--- config.mk ---
export PLATFORM = sky130hd
export DESIGN_NAME = reg_file
export DESIGN_NICKNAME = d
export VERILOG_FILES = /design/src/rtl/reg_file_pkg.sv /design/src/rtl/reg_read_port.sv /design/src/rtl/reg_file.sv
export SDC_FILE = /design/constraint.sdc
export NUM_CORES = 1
export LEC_CHECK = 0
export ABC_AREA = 1
export BUFFER_PORTS_ARGS = -buffer_cell sky130_fd_sc_hd__buf_4
export CAP_MARGIN = 10
export CORE_ASPECT_RATIO = 1.2
export CORE_MARGIN = 2
export CORE_UTILIZATION = 40
export DETAILED_ROUTE_END_ITERATION = 12
export SLEW_MARGIN = 20
export SYNTH_ARGS = -nofsm -noshare
export SYNTH_HDL_FRONTEND = slang
export SYNTH_SLANG_ARGS = --single-unit
--- constraint.sdc ---
create_clock -name CLK -period 1.2 [get_ports CLK]
set_input_delay 0.24 -clock CLK [delete_from_list [all_inputs] [get_ports CLK]]
set_output_delay 0.24 -clock CLK [all_outputs]
set_load 0.005 [all_outputs]
--- src/rtl/reg_file_pkg.sv ---
// Shared constants and types for the register file, ALU and decoder.
package reg_file_pkg;

    localparam int DATA_W   = 8;
    localparam int NUM_REGS = 8;
    localparam int ADDR_W   = 3;

    typedef logic signed [DATA_W-1:0] data_t;
    typedef logic [ADDR_W-1:0]        addr_t;

endpackage

--- src/rtl/reg_read_port.sv ---
// One combinational read port: address mux over the storage array.
// Optional write-to-read forwarding is compiled in with REG_BYPASS_EN.
module reg_read_port #(
    parameter int DATA_W   = reg_file_pkg::DATA_W,
    parameter int NUM_REGS = reg_file_pkg::NUM_REGS,
    parameter int ADDR_W   = reg_file_pkg::ADDR_W
) (
    input  logic [NUM_REGS-1:0][DATA_W-1:0] regs,
    input  logic [ADDR_W-1:0]               addr,
    input  logic                            wr_en,
    input  logic [ADDR_W-1:0]               wr_addr,
    input  logic [DATA_W-1:0]               wr_data,
    input  logic                            rst_n,
    output logic [DATA_W-1:0]               data
);

`ifdef REG_BYPASS_EN
    // Forward the incoming write so the ALU sees it this cycle; never during reset.
    logic fwd;
    assign fwd  = rst_n && wr_en && (addr == wr_addr);
    assign data = fwd ? wr_data : regs[addr];
`else
    logic unused_bypass;
    assign unused_bypass = ^{wr_en, wr_addr, wr_data, rst_n};
    assign data          = regs[addr];
`endif

endmodule

--- src/rtl/reg_file.sv ---
// Eight-entry signed register file with zero/sign status of the last write.
// Define REG_BYPASS_EN to forward write data to same-index reads in the same cycle.
module reg_file #(
    parameter int DATA_W   = reg_file_pkg::DATA_W,
    parameter int NUM_REGS = reg_file_pkg::NUM_REGS,
    parameter int ADDR_W   = reg_file_pkg::ADDR_W
) (
    input  logic              CLK,
    input  logic              RESET_N,
    input  logic [DATA_W-1:0] IN,
    input  logic [ADDR_W-1:0] INADDRESS,
    input  logic              WRITE,
    input  logic [ADDR_W-1:0] OUT1ADDRESS,
    input  logic [ADDR_W-1:0] OUT2ADDRESS,
    output logic [DATA_W-1:0] OUT1,
    output logic [DATA_W-1:0] OUT2,
    output logic              ZERO,
    output logic              NEG,
    output logic              WR_VALID
);

    logic [NUM_REGS-1:0][DATA_W-1:0] mem;
    logic [1:0][ADDR_W-1:0]          rd_addr;
    logic [1:0][DATA_W-1:0]          rd_data;

    always_ff @(posedge CLK) begin
        if (!RESET_N) begin
            mem      <= '0;
            ZERO     <= 1'b1;
            NEG      <= 1'b0;
            WR_VALID <= 1'b0;
        end else begin
            WR_VALID <= WRITE;
            if (WRITE) begin
                mem[INADDRESS] <= IN;
                ZERO           <= (IN == '0);
                NEG            <= IN[DATA_W-1];
            end
        end
    end

    assign rd_addr[0] = OUT1ADDRESS;
    assign rd_addr[1] = OUT2ADDRESS;

    for (genvar p = 0; p < 2; p++) begin : g_rd
        reg_read_port #(
            .DATA_W  (DATA_W),
            .NUM_REGS(NUM_REGS),
            .ADDR_W  (ADDR_W)
        ) u_port (
            .regs   (mem),
            .addr   (rd_addr[p]),
            .wr_en  (WRITE),
            .wr_addr(INADDRESS),
            .wr_data(IN),
            .rst_n  (RESET_N),
            .data   (rd_data[p])
        );
    end

    assign OUT1 = rd_data[0];
    assign OUT2 = rd_data[1];

endmodule
==> metrics.txt, run 1 <==
postcts setup bufs 0; P_int 4.30 mW; Syn Nets 688; Sink Count 67; worst reg2reg path startpoint mem[59]; first-pass GRT wire length 19.8 mm; CP startpoint mem[41]; Power Dens Cells 1210 mW/mm²; Core Area 0.00947 mm²; proportion of layout cells with a drive suffix above 1 34.7%; Mapped Area 0.00385 mm²; commonest non-fill, non-tap cell in the layout nand2_1; Clock transition at path regs 0.05 ns; WP data required 0.96 ns; largest net degree at the start of global routing 34; final antenna diode count 0; Yosys reg bits 67; Startpoint Class flop; placed cells 816; drt drc 0; remaining antenna violation count after routing 0; maxcap violations 0; period utilization 118%; mux share of post-synthesis cell area 0%; Final HPWL DP 8.79 mm; Ys Warns 0; P_sw 1.59 mW; leak pwr 2.40 nW; vias per cell 4.98; Avg Inst Size Synth 5.77 µm²; highest metal used met4; Final Critical Period 1.42 ns; IO Count 39; crit path DAT 1.18 ns; PortBufs 38; wire length on met2 5.30 mm; Total Wirelength 12.1 mm; area fraction in compound gates after synthesis 8.51%; Hold WS 0.129 ns; Max IR drop VDD 0.000702 V; most frequent cells in the layout nand2_1 (189), nor2_1 (135), inv_2 (68); f_max 0.706 GHz; xor and xnor area share after synthesis 0%; worst setup path class flop to primary output; Filler cells 1014; Clk pwr share 41.6%; status finished, violations left; Die ar. 0.0104 mm²; vias in the first global route 3908; Comb pwr share 18.0%; skew final 0 ns; Root Buffer clkbuf_16; Met3 Routed Length 816 µm; Synth Area in Adders 0%; synth unique cells 20; total track usage 24.1%; Area Overhead vs Synth 25.9%; Hold Violations, Final 0; GPL Wtd Cong 0.908; reg-to-reg setup timing slack 0.52 ns; Switching Fraction 27.0%; Starting Density 40.7%; Die H 112 µm; later-pin clock latency in the skew report 0.33 ns; first drt pass iteration count 6; failing checks negative setup slack; cells after synthesis 668; CP Max Fanout 2; Final setup violation count 16; final worst slack -0.216 ns; sequential share of the synthesized area 34.8%; Nets 725; TritonCTS Buffers 9; largest family of logic cells by synthesized area simple AND/OR/NAND/NOR gates; non-filler cells, final 832; crit path to OUT1[1]; Metal-1 WL 5.69 mm; via count 4147; Sequential Power Share 40.4%; CTS H-tree depth 3; DRT iter0 DRCs 279; gr ovfl total 0; Max transition margin 78.6%; worst-margin pin slew 0.320 ns; post-DR wirelength/cell 14.6 µm; max-slew violation count 0; CP endpoint kind primary output; Die Wd 93.6 µm; min-delay worst type primary input to flop; clk buf depth 2; simple-gate area share of the yosys netlist 44.3%; Worst R2R Path Depth 2; unrepaired setup endpoints after global routing yes; FP Rows 39; reg2reg end mem[59]; setup TNS -3.11 ns; initial antenna violation count 0; CTS tree yes; hold path depth 3
[synthesized netlist by cell type (all sizes together)]
| cell | number | area share [%] |
|---|---|---|
| clkbuf | 6 | 0.62 |
| a21boi | 1 | 0.19 |
| nor3b | 1 | 0.19 |
| nor2 | 137 | 14 |
| inv | 80 | 7.8 |
| nor3 | 1 | 0.13 |
| clkinv | 4 | 0.52 |
| nand3 | 64 | 8.3 |
| dfxtp | 67 | 35 |
| buf | 23 | 3.4 |
| nand4 | 1 | 0.16 |
| o21ai | 64 | 8.3 |
| nand2 | 219 | 22 |
[routing by layer]
| layer | vias up | track usage [%] |
|---|---|---|
| met5 | - | 0 |
| met2 | 141 | 36.0 |
| met4 | 0 | 10.8 |
| met1 | 1873 | 34.3 |
| met3 | 28 | 3.72 |
| li1 | 2105 | - |
[layout make-up]
cell class | count | area [µm²] | share of cell area (%)
flip-flops and latches | 67 | 1420 | 29.2
repair buffers | 55 | 531 | 10.9
clock buffers | 13 | 270 | 5.57
clock inverters | 2 | 10.0 | 0.206
well taps | 123 | 154 | 3.17
multi-input cells | 488 | 2140 | 44.2
inverters | 84 | 324 | 6.68
[worst max-delay path, cell delays in order, from the launching register on]
cell     delay [ns]
dfxtp_2        0.33
inv_2          0.06
nand2_1        0.05
nand3_1        0.10
nand2_2        0.07
nand2_1        0.06
nand2_1        0.05
buf_4          0.13
[how the worst min path moves through the flow]
stage | to | slack [ns] | startpoint
after CTS | WR_VALID | 0.12 | WRITE
after floorplan | WR_VALID | 0.33 | WRITE
after global placement | WR_VALID | 0.46 | WRITE
after global routing | WR_VALID | 0.15 | WRITE
final | WR_VALID | 0.13 | WRITE
after detailed placement | WR_VALID | 0.46 | WRITE
[stage by stage]
step | area [µm²] | utilization [%] | worst slack (ns) | total power [mW]
after floorplan | 3850 | - | 0.0343 | 2.98
after global placement | 4320 | 45.6 | -0.161 | 3.35
after detailed placement | 4320 | 45.6 | -0.181 | 3.37
after CTS | 4690 | 49.5 | -0.225 | 5.85
after global routing | 4850 | 51.2 | -0.319 | 6.17
final | 4850 | 51.2 | -0.216 | 5.89
[kinds of logic after synthesis]
kind of cell | count (synthesis)
and+or+nand+nor | 423
DFF | 67
AOI/OAI and AO/OA | 65
buffers and inverters | 113
[registers in the layout (all words and copies together), names as in the netlist]
signal    count
ZERO          1
WR_VALID      1
NEG           1
mem          64
[power by group through the flow]
stage	clock network, mW	logic (mW)	registers [mW]
3_5_place_dp	0	0.969	2.40
2_1_floorplan	0	0.591	2.38
5_1_grt	2.60	1.18	2.39
4_1_cts	2.49	0.987	2.37
6_report	2.45	1.06	2.38
3_3_place_gp	0	0.959	2.39
[repair_timing]
| action | 4_1_cts | 5_1_grt |
|---|---|---|
| gates cloned | 0 | 1 |
| hold buffers | 0 | 0 |
| pin swaps | 55 | 47 |
| endpoints found under the hold margin | 0 | 0 |
| setup endpoints to repair | 16 | 16 |
| gates resized for setup | 114 | 55 |
Note: power is estimated with default switching activity, not from simulation.
==> inputs of run 2 (changes only) <==
--- a/config.mk
+++ b/config.mk
@@ -5,7 +5,7 @@
 export SDC_FILE = /design/constraint.sdc
 export NUM_CORES = 1
 export LEC_CHECK = 0
-export ABC_AREA = 1
+export ABC_AREA = 0
 export BUFFER_PORTS_ARGS = -buffer_cell sky130_fd_sc_hd__buf_4
 export CAP_MARGIN = 10
 export CORE_ASPECT_RATIO = 1.2
==> metrics.txt, run 2 <==
M2 GR Usage 35.9%; Starting Density 41.4%; via count 2786; WP data required 0.96 ns; worst reg2reg path startpoint mem[35]; met3 usage 3.40%; non-filler cells, final 516; Die ar. 0.0102 mm²; IO Count 39; Worst R2R Path Depth 3; Max IR drop VDD 0.000530 V; remaining antenna violation count after routing 0; unrepaired setup endpoints after global routing yes; Switching Fraction 25.1%; Core Area 0.00908 mm²; worst-margin pin slew 0.240 ns; hold_sp WRITE; EDFF count, synth 0; total track usage 21.1%; cells after synthesis 342; later-pin clock latency in the skew report 0.34 ns; Final Critical Period 1.81 ns; Ys Warns 0; CTS H-tree depth 3; gr ovfl total 0; Synth area leader dfxtp_1; leading post-synthesis cells by cell area dfxtp_1 (36%), mux4_1 (17%), nand2_1 (8.0%), mux2i_1 (6.7%), a21boi_0 (5.8%); proportion of layout cells with a drive suffix above 1 44.2%; Sink Count 67; P_int 3.63 mW; CTS tree yes; max reg flops 64; Avg Inst Size Synth 11.0 µm²; Worst Hold End WR_VALID; PortBufs 38; Total Wirelength 9.91 mm; first-pass GRT wire length 16.0 mm; footprint of the multi-input gates 0.00215 mm²; P_sw 1.21 mW; crit path DAT 1.57 ns; asr flop ratio synth 0%; synth unique cells 29; Final HPWL DP 6.86 mm; worst setup path class flop to primary output; Hold Violations, Final 0; Register Area 0.00139 mm²; Biggest register mem; initial antenna violation count 0; leak pwr 1.68 nW; Clock transition at path regs 0.08 ns; Final setup violation count 16; FP Rows 38; vias in the first global route 2957; count leader, synth nand2_1; Clk pwr share 39.0%; Root Buffer clkbuf_8; placed cells 500; failing checks negative setup slack; largest net degree at the start of global routing 48; post-synth top area share 35.7%; GPL Wtd Cong 0.784; status finished, violations left; final antenna diode count 0; clk buf depth 2; post-DR wirelength/cell 19.2 µm; Startpoint Class flop; Die H 110 µm; Comb pwr share 13.2%; Power Dens Cells 1050 mW/mm²; Die Wd 92.5 µm; max-slew violation count 0; first drt pass iteration count 4; ys flop type dfxtp_1; Yosys reg bits 67; Syn Nets 362; Filler cells 865; hold path depth 2; Area Overhead vs Synth 22.1%; sequential share of the synthesized area 35.7%; Max transition margin 83.7%; reg2reg end mem[35]; TritonCTS Buffers 9; CP Max Fanout 3; f_max 0.553 GHz; vias per cell 5.40; skew final 0 ns; commonest cells in the netlist nand2_1 (80), dfxtp_1 (67), a21boi_0 (29), mux2i_1 (25), nor2b_1 (25); commonest non-fill, non-tap cell in the layout nand2_1; reg-to-reg setup timing slack 0.47 ns; final worst slack -0.608 ns; most frequent cells in the layout nand2_1 (80), buf_4 (52), dfxtp_1 (34); period utilization 151%; CP endpoint kind primary output; GR peak layer met2; Mapped Area 0.00376 mm²; met1 GRT Util 27.0%; drt drc 0; Nets 411; Sequential Power Share 47.8%; Place WS -0.530 ns; min-delay worst type primary input to flop; maxcap violations 0; hold_buf cts 0; DRT iter0 DRCs 124
run 2: what timing repair did:
item / CTS / global route
gates resized for setup: 78 / 6
setup endpoints to repair: 16 / 16
buffers inserted: 0 / 0
endpoints found under the hold margin: 0 / 0
run 2: cells by family (layout without fill, tap and decap cells):
group / count (synthesis) / in the layout / synth area share, %
DFF: 67 / 67 / 35.7
buffers and inverters: 37 / 91 / 6.05
muxes: 73 / 73 / 33.4
and+or+nand+nor: 125 / 125 / 16.9
AOI/OAI and AO/OA: 40 / 40 / 7.98
run 2: routing by layer:
metal,vias to the layer above,routed length (µm)
li1,1309,-
met2,91,4920
met1,1369,4180
met4,0,179
met5,-,0
met3,17,620
run 2: power groups by stage:
stage          logic [mW]  clock network (mW)  registers (mW)
3_3_place_gp        0.603                   0            2.36
4_1_cts             0.644                1.92            2.31
2_1_floorplan       0.390                   0            2.35
3_5_place_dp        0.610                   0            2.36
5_1_grt             0.686                2.02            2.32
6_report            0.638                1.89            2.31
run 2: cell type report:
cell class,count,share of cell area (%)
clock buffer,11,3.08
clock inverter,5,1.14
multi-input combinational,238,46.9
sequential,67,30.1
tap,120,3.27
timing repair buffer,75,15.5
run 2: stage by stage:
| step | util [%] | hold slack (ns) | setup TNS, ns | power [mW] | instance area, µm² |
|---|---|---|---|---|---|
| 2_1_floorplan | - | 0.439 | -3.26 | 2.74 | 3790 |
| 3_3_place_gp | 47.9 | 0.451 | -10.61 | 2.96 | 4350 |
| 3_5_place_dp | 47.9 | 0.460 | -11.75 | 2.97 | 4350 |
| 4_1_cts | 50.6 | 0.180 | -9.56 | 4.88 | 4590 |
| 5_1_grt | 50.6 | 0.198 | -9.91 | 5.03 | 4590 |
| 6_report | 50.6 | 0.189 | -9.27 | 4.84 | 4590 |
run 2: critical path, cell delays in order (launching register included):
cell,delay (ns)
dfxtp_2,0.33
mux4_2,0.48
mux2_4,0.30
buf_6,0.12
run 2: worst max path at each step:
stage	start	to	slack (ns)	cells past startpoint
4_1_cts	mem[4]	OUT1[4]	-0.62	3
3_3_place_gp	OUT1ADDRESS[0]	OUT1[7]	-0.53	4
3_5_place_dp	OUT2ADDRESS[0]	OUT2[7]	-0.53	4
6_report	mem[42]	OUT1[2]	-0.61	3
5_1_grt	mem[42]	OUT2[2]	-0.64	3
2_1_floorplan	OUT1ADDRESS[2]	OUT1[6]	-0.26	4
==> inputs of run 3 (changes only) <==
--- a/config.mk
+++ b/config.mk
@@ -12,7 +12,9 @@
 export CORE_MARGIN = 2
 export CORE_UTILIZATION = 40
 export DETAILED_ROUTE_END_ITERATION = 12
+export SKIP_LAST_GASP = 1
 export SLEW_MARGIN = 20
 export SYNTH_ARGS = -nofsm -noshare
 export SYNTH_HDL_FRONTEND = slang
 export SYNTH_SLANG_ARGS = --single-unit
+export TNS_END_PERCENT = 30
==> metrics.txt, run 3 (synthesis results as in run 2) <==
CTS tree yes; crit path DAT 1.57 ns; Core Area 0.00908 mm²; later-pin clock latency in the skew report 0.35 ns; TritonCTS Buffers 9; Clock transition at path regs 0.07 ns; hold path depth 3; total track usage 21.8%; IO Count 39; failing checks negative setup slack; CP Max Fanout 3; remaining antenna violation count after routing 0; Worst Hold End mem[62]; CP max stage cell mux4_2; DRT iter0 DRCs 142; Starting Density 41.4%; worst-margin pin slew 0.373 ns; f_max 0.553 GHz; Nets 417; Final HPWL DP 7.46 mm; post-placement cell area 0.00436 mm²; Startpoint Class flop; Final Cell Area 0.00456 mm²; hold_buf cts 0; worst reg2reg path startpoint mem[32]; worst setup path class flop to primary output; Max transition margin 74.8%; first-pass GRT wire length 16.3 mm; Worst R2R Path Depth 3; CP endpoint kind primary output; clk buf depth 2; final antenna diode count 0; Die Wd 92.5 µm; vias per cell 5.45; post-DR wirelength/cell 19.9 µm; skew final 0 ns; Die H 110 µm; min-delay worst type primary input to flop; period utilization 151%; CTS H-tree depth 3; largest net degree at the start of global routing 30; post-layout util 50.2%; Power Total 4.70 mW; status finished, violations left; PortBufs 38; FP Rows 38; Max IR drop VDD 0.000707 V; vias in the first global route 2913; initial antenna violation count 0; Total Wirelength 10.4 mm; drt drc 0; leak pwr 1.68 nW; Final setup violation count 16; first drt pass iteration count 4; Area Overhead vs Synth 21.2%; unrepaired setup endpoints after global routing yes; Sink Count 67; max-slew violation count 0; reg2reg end mem[32]; Hold Violations, Final 0; CP max stage delay 0.48 ns; WP data required 0.96 ns; Final Critical Period 1.81 ns; Die ar. 0.0102 mm²; most frequent cells in the layout nand2_1 (80), buf_4 (67), dfxtp_1 (43); Root Buffer clkbuf_8; hold_sp IN[6]; gr ovfl total 0; max reg flops 64; via count 2837; GPL Wtd Cong 0.808; final worst slack -0.610 ns; proportion of layout cells with a drive suffix above 1 42.4%; reg-to-reg setup timing slack 0.46 ns; cell-by-cell trace of the critical path mux4_2 -> mux2_4 -> buf_6; maxcap violations 0; Biggest register mem; Power Dens Cells 1030 mW/mm²; commonest non-fill, non-tap cell in the layout nand2_1
## run 3: cell types whose count changed in the layout (fill, tap and decap cells not counted), sizes merged
cell | previous run | this run
buf | 75 | 81
bufinv | 1 | 0
clkbuf | 11 | 14
clkinv | 3 | 0
## run 3: stage by stage
step,hold slack (ns),setup slack (ns),cells,setup TNS [ns]
3_5_place_dp,0.459,-0.551,505,-14.38
5_1_grt,0.182,-0.669,521,-10.18
4_1_cts,0.183,-0.615,521,-9.72
6_report,0.194,-0.610,521,-9.54
2_1_floorplan,0.439,-0.264,342,-3.31
3_3_place_gp,0.451,-0.543,505,-13.13
## run 3: timing repair
action | CTS | global route
setup endpoints to repair | 16 | 16
pin swaps | 0 | 0
resized for setup | 63 | 4
gates cloned | 0 | 0
buffers inserted | 1 | 0
## run 3: area by class of cell
| type | count | area (µm²) |
|---|---|---|
| Tap cell | 120 | 150 |
| Sequential cell | 67 | 1370 |
| Clock buffer | 14 | 173 |
| Fill cell | 845 | 4520 |
| Clock inverter | 1 | 7.51 |
| Multi-Input combinational cell | 238 | 2150 |
| Timing Repair Buffer | 81 | 704 |
## run 3: worst max path at each step
stage	startpoint	to	slack, ns	cells past startpoint
after floorplan	OUT1ADDRESS[2]	OUT1[6]	-0.26	4
after global placement	OUT1ADDRESS[0]	OUT1[0]	-0.54	4
after detailed placement	OUT1ADDRESS[0]	OUT1[0]	-0.55	4
after CTS	mem[13]	OUT1[5]	-0.62	3
after global routing	mem[41]	OUT2[1]	-0.67	3
final	mem[41]	OUT2[1]	-0.61	3
## run 3: worst max-delay path: cells and delay by family, from the launching register on
family	cells	cell delay [ns]
mux	2	0.78
buf+inv	1	0.12
flops	1	0.33
## run 3: power by group
group	switching [mW]	total (mW)	internal, mW	leakage [nW]
clock network	0.826	1.74	0.910	0.0888
logic	0.299	0.643	0.344	1.04
registers	0.0406	2.32	2.28	0.555
## run 3: per-layer routing
metal / track usage (%) / wire, µm / share of wire, % / vias up
met3: 4.69 / 622 / 6.0 / 24
met4: 8.96 / 273 / 2.6 / 0
met2: 38.6 / 5200 / 50 / 94
met5: 0 / 0 / 0 / -
li1: - / - / - / 1324
met1: 25.7 / 4290 / 41 / 1395
